### src/rtl/id_ex_pipe_reg.sv
// -----------------------------------------------------------------------------
// id_ex_pipe_reg
//
// The ID/EX pipeline register. It sits directly after decode-stage immediate
// extension and register-file read. Each cycle it captures the decoded control
// fields, both operands, the register indices, PC, PC+4 and the extended
// immediate, and presents them to the execute stage and the forwarding unit.
//
// The hazard unit controls it through two inputs:
//   - EnE = 0 holds the stage, to stall on a load-use hazard.
//   - FlushE = 1 squashes the stage into a bubble, for a taken branch.
//
// A bubble is an all-zero stage. ValidE and the side-effecting controls are 0,
// and RdE = 0, so forwarding can never match a squashed instruction.
//
// Priority at each rising edge: reset > FlushE > hold (EnE=0) > load.
// A load with ValidD = 0 also produces a bubble.
//
// Ports
//   clk, reset               rising-edge clock; asynchronous active-high reset
//   EnE, FlushE              stage enable (0 = hold), bubble insertion
//   ValidD + *D              decode-stage valid bit, control, data and indices
//   ValidE + *E              registered execute-stage copies (1-cycle latency)
//   BubbleCntE               (IDEX_PERF_CNT_EN only) saturating count of
//                            edges that loaded a bubble
//
// Optional feature: define IDEX_PERF_CNT_EN to add the BubbleCntE counter.
// -----------------------------------------------------------------------------
module id_ex_pipe_reg #(
    parameter int XLEN   = 32,
    parameter int REG_AW = 5,
    parameter int ALUC_W = 3
) (
    input  logic              clk,
    input  logic              reset,
    input  logic              EnE,
    input  logic              FlushE,
    input  logic              ValidD,
    input  logic              RegWriteD,
    input  logic [1:0]        ResultSrcD,
    input  logic              MemWriteD,
    input  logic              JumpD,
    input  logic              BranchD,
    input  logic [ALUC_W-1:0] ALUControlD,
    input  logic              ALUSrcD,
    input  logic [XLEN-1:0]   RD1D,
    input  logic [XLEN-1:0]   RD2D,
    input  logic [XLEN-1:0]   PCD,
    input  logic [XLEN-1:0]   PCPlus4D,
    input  logic [XLEN-1:0]   ImmExtD,
    input  logic [REG_AW-1:0] Rs1D,
    input  logic [REG_AW-1:0] Rs2D,
    input  logic [REG_AW-1:0] RdD,
    output logic              ValidE,
    output logic              RegWriteE,
    output logic [1:0]        ResultSrcE,
    output logic              MemWriteE,
    output logic              JumpE,
    output logic              BranchE,
    output logic [ALUC_W-1:0] ALUControlE,
    output logic              ALUSrcE,
    output logic [XLEN-1:0]   RD1E,
    output logic [XLEN-1:0]   RD2E,
    output logic [XLEN-1:0]   PCE,
    output logic [XLEN-1:0]   PCPlus4E,
    output logic [XLEN-1:0]   ImmExtE,
    output logic [REG_AW-1:0] Rs1E,
    output logic [REG_AW-1:0] Rs2E,
    output logic [REG_AW-1:0] RdE
`ifdef IDEX_PERF_CNT_EN
    ,
    output logic [31:0]       BubbleCntE
`endif
);

    // One packed record for the whole stage. Loading a bubble is then a
    // single '0 assignment, so no field can be missed.
    typedef struct packed {
        logic              valid;
        logic              reg_write;
        logic [1:0]        result_src;
        logic              mem_write;
        logic              jump;
        logic              branch;
        logic [ALUC_W-1:0] alu_control;
        logic              alu_src;
        logic [XLEN-1:0]   rd1;
        logic [XLEN-1:0]   rd2;
        logic [XLEN-1:0]   pc;
        logic [XLEN-1:0]   pc_plus4;
        logic [XLEN-1:0]   imm_ext;
        logic [REG_AW-1:0] rs1;
        logic [REG_AW-1:0] rs2;
        logic [REG_AW-1:0] rd;
    } stage_t;

    stage_t stage_d;
    stage_t stage_q;

    // Invalid decode is squashed exactly like a flush. Garbage control bits
    // therefore never reach execute.
    logic bubble_load;
    assign bubble_load = FlushE | (EnE & ~ValidD);

    always_comb begin
        // NOTE: default to the current contents first. Every path then assigns
        // stage_d, the hold case is explicit, and no latch is inferred.
        stage_d = stage_q;
        if (bubble_load) begin
            stage_d = '0;
        end else if (EnE) begin
            stage_d.valid       = 1'b1;
            stage_d.reg_write   = RegWriteD;
            stage_d.result_src  = ResultSrcD;
            stage_d.mem_write   = MemWriteD;
            stage_d.jump        = JumpD;
            stage_d.branch      = BranchD;
            stage_d.alu_control = ALUControlD;
            stage_d.alu_src     = ALUSrcD;
            stage_d.rd1         = RD1D;
            stage_d.rd2         = RD2D;
            stage_d.pc          = PCD;
            stage_d.pc_plus4    = PCPlus4D;
            stage_d.imm_ext     = ImmExtD;
            stage_d.rs1         = Rs1D;
            stage_d.rs2         = Rs2D;
            stage_d.rd          = RdD;
        end
    end

    // NOTE: sequential state uses non-blocking assignments only. This keeps
    // every register sampling its pre-edge inputs, whatever the evaluation order.
    always_ff @(posedge clk or posedge reset) begin
        if (reset) begin
            stage_q <= '0;
        end else begin
            stage_q <= stage_d;
        end
    end

    assign ValidE      = stage_q.valid;
    assign RegWriteE   = stage_q.reg_write;
    assign ResultSrcE  = stage_q.result_src;
    assign MemWriteE   = stage_q.mem_write;
    assign JumpE       = stage_q.jump;
    assign BranchE     = stage_q.branch;
    assign ALUControlE = stage_q.alu_control;
    assign ALUSrcE     = stage_q.alu_src;
    assign RD1E        = stage_q.rd1;
    assign RD2E        = stage_q.rd2;
    assign PCE         = stage_q.pc;
    assign PCPlus4E    = stage_q.pc_plus4;
    assign ImmExtE     = stage_q.imm_ext;
    assign Rs1E        = stage_q.rs1;
    assign Rs2E        = stage_q.rs2;
    assign RdE         = stage_q.rd;

`ifdef IDEX_PERF_CNT_EN
    logic [31:0] bubble_cnt_d;
    logic [31:0] bubble_cnt_q;

    // The counter saturates instead of wrapping, so a long-running count
    // never reads back as a small value.
    always_comb begin
        bubble_cnt_d = bubble_cnt_q;
        if (bubble_load && (bubble_cnt_q != 32'hFFFF_FFFF)) begin
            bubble_cnt_d = bubble_cnt_q + 32'd1;
        end
    end

    always_ff @(posedge clk or posedge reset) begin
        if (reset) begin
            bubble_cnt_q <= '0;
        end else begin
            bubble_cnt_q <= bubble_cnt_d;
        end
    end

    assign BubbleCntE = bubble_cnt_q;
`endif

endmodule
### config.mk
export PLATFORM = sky130hd
export DESIGN_NAME = id_ex_pipe_reg
export DESIGN_NICKNAME = d
export VERILOG_FILES = /design/src/rtl/id_ex_pipe_reg.sv
export SDC_FILE = /design/constraint.sdc
export NUM_CORES = 1
export LEC_CHECK = 0
export BUFFER_PORTS_ARGS = -buffer_cell sky130_fd_sc_hd__buf_4
export CORE_AREA = 2 2 148 150
export DETAILED_ROUTE_END_ITERATION = 16
export DIE_AREA = 0 0 150 152
export SLEW_MARGIN = 30
export SYNTH_ARGS = -nofsm -noshare
export SYNTH_HDL_FRONTEND = slang
export SYNTH_SLANG_ARGS = --single-unit
### constraint.sdc
create_clock -name clk -period 6.9 [get_ports clk]
set_input_delay 1.38 -clock clk [delete_from_list [all_inputs] [get_ports clk]]
set_output_delay 1.38 -clock clk [all_outputs]
set_load 0.05 [all_outputs]
==> flow_summary.toml <==
[outcome]
status = "finished clean"

[placement]
gp_congestion = 0.775
dp_slack_ns = 3.78
hpwl_um = 15200
io_buffers = 375
dpl.cell_count = 1228

[routing]
vias = 6338
drc_errors = 0
wl_per_cell_um = 18.0
drt-pass1-iter-count = 4
drtAntennaViolNets = 0
drt_iter0_markers = 345
via_per_inst = 5.03
wirelength_um = 22800

[cells_and_area]
register_area_mm2 = 0.00465
multi_input_area_mm2 = 0.00247
finalNetCount = 1157
drive_gt1_frac = 0.428
post-route-util = 0.515
fillers = 1984
syn2layout_area_growth_pct = 45.7
finalNonFillerCells = 1261

[cts]
path_clk_slew_ns = 0.07
root_buffer = "clkbuf_16"
cts_tree = "built"
h-tree-depth = 4
cts_made_buffers = 17
clock-sinks = 186
post_cts_buffers = 0
cts-resized-gates = 0
clock_latency_ns = 0.43
hold_buffers = 0
cts_buffer_depth = 2

[floorplanning]
die-area_mm2 = 0.0228
die_w_um = 150
io_pins = 376
num_rows = 54
start_util = 0.353
die_y_um = 152
core_area_mm2 = 0.0214

[worst_setup_path]
cp-end-kind = "flip-flop"
crit_fanout = 61
cp-start-kind = "primary input"
cp_data_arrival_time_ns = 2.96
crit_type = "primary input to flip-flop"
cp_data_required_time_ns = 7.25
crit_start = "FlushE"
rr_worst_depth = 1
r2r-start = "PCPlus4E[22]"

[synth]
yosysWarnings = 0
yosysSeqAreaShare = 0.617
synthXorXnorAreaFrac = 0
syn-cell-area_mm2 = 0.00754
synthCells = 636
synth_simple_gate_area_frac = 0.144
syn_avg_cell_area_um2 = 11.9
synth_mux_area_frac = 0.00133
synth_nets = 826
synth.distinct_cells = 16
synth_fa_ha_area_frac = 0
synth_compound_area_frac = 0.183
ys_ff_latch = 186
synth_top_family_by_area = "compound AO/OA/AOI/OAI gates"

[global_routing]
grt_antenna_before_repair = 1
grt_use_total = 0.197
globalRoute.totalOverflow = 0
grt_max_degree = 138
grt_pass1_vias = 6179
grt_pass1_wl_um = 35100

[sta]
worstMarginPinSlew_ns = 0.898
slew_headroom = 0.402
hold_viol = 0
layout_setup_ws_ns = 4.29
max_freq_ghz = 0.383
finalCritPeriodShare = 0.378
min_period_ns = 2.61
setup_viol = 0
fin_setup_tns_ns = 0
rsz0062_at_grt = "false"
fin_skew_ns = 0
maxSlewViolCount = 0

[pwr]
p_per_area_mw_per_mm2 = 236
p_int_mw = 1.83
p_leak_nw = 5.31
p_switching_uw = 762
pwr-share-clk = 0.384
comb_power_share = 0.171
ir_drop_mv = 0.155
pwr-share-seq = 0.445
power_switching_share = 0.294

[min_path]
hold_path.class = "flip-flop to flip-flop"
hold_start = "PCPlus4E[14]"
holdPathStages = 1

[run]
maxCapViolCount = 0
-- worst max-delay path, cell delays in order --
cell and delay, ns:
buf_4 0.18, inv_2 0.43, buf_4 0.63, a32o_1 0.28
-- sequential cells by signal, indices dropped and copies added, names as in the netlist, 3 cells and up --
signal	cells
RD2E	32
ImmExtE	32
PCPlus4E	32
PCE	32
RdE	5
ALUControlE	3
Rs1E	5
Rs2E	5
RD1E	32
-- cells by family (layout without fill, tap and decap cells) --
kind of cell / Yosys count / count (layout)
simple gates: 191 / 191
flops: 186 / 186
compound gates: 185 / 185
buf+inv: 73 / 417
mux: 1 / 1
other cells: 0 / 1
-- worst paths after layout --
kind | end | slack [ns]
worst min register to register | PCPlus4E[14] | 0.49
worst max-delay path | PCPlus4E[15] | 4.29
max in group asynchronous | PCPlus4E[20] | 4.51
min in group asynchronous | PCPlus4E[3] | 1.09
worst max register to register | PCPlus4E[22] | 6.18
worst min-delay path | PCPlus4E[14] | 0.49
-- area by class of cell --
class	count	area share
Timing Repair Buffer	383	0.263
Sequential cell	186	0.424
Multi-Input combinational cell	377	0.225
Tap cell	280	0.0319
Clock inverter	13	0.0131
Inverter	2	0.00137
Antenna cell	1	0.000228
Clock buffer	19	0.0412
-- cells in the final DEF (no fill, tap or decap), types with 2 or more instances in the layout --
master and count:
buf_6 2, clkinv_4 2, nand2b_1 94, clkbuf_16 17, a32o_1 91, dfrtp_1 186
inv_6 5, nand3_1 94, a21oi_1 94, buf_4 380, clkbuf_8 2, inv_8 5
-- power groups by stage --
| stage | logic [mW] | clock network, mW | registers (mW) |
|---|---|---|---|
| after floorplan | 0.127 | 0 | 1.31 |
| after global placement | 0.447 | 0 | 1.17 |
| after global routing | 0.474 | 1.07 | 1.16 |
| final | 0.443 | 0.995 | 1.15 |
| after detailed placement | 0.449 | 0 | 1.17 |
| after CTS | 0.449 | 1.03 | 1.15 |
-- stage by stage --
stage,instance area (um2),power (mW),hold slack [ns]
finish,11000,2.59,0.493
CTS,11000,2.63,0.498
global placement,10400,1.62,0.475
floorplan,7540,1.44,0.774
global route,11000,2.70,0.509
detailed placement,10400,1.62,0.483
-- cell usage after synthesis (all sizes together) --
cell | n | area [um2]
dfrtp | 186 | 4650
a21oi | 94 | 470
nand2b | 94 | 588
nand3 | 94 | 470
a32o | 91 | 911
buf | 49 | 322
clkbuf | 22 | 82.6
inv | 2 | 7.50
nor2 | 2 | 15.0
and2 | 1 | 8.76
mux2i | 1 | 10.0
-- layer usage --
| metal | share of wire | up-vias | GRT usage |
|---|---|---|---|
| met5 | 0 | - | 0 |
| met4 | 0.0073 | 0 | 0.0485 |
| met3 | 0.11 | 12 | 0.0856 |
| met2 | 0.49 | 261 | 0.308 |
| met1 | 0.40 | 3064 | 0.250 |
| li1 | - | 3001 | - |
Note: power is estimated with default switching activity, not from simulation.
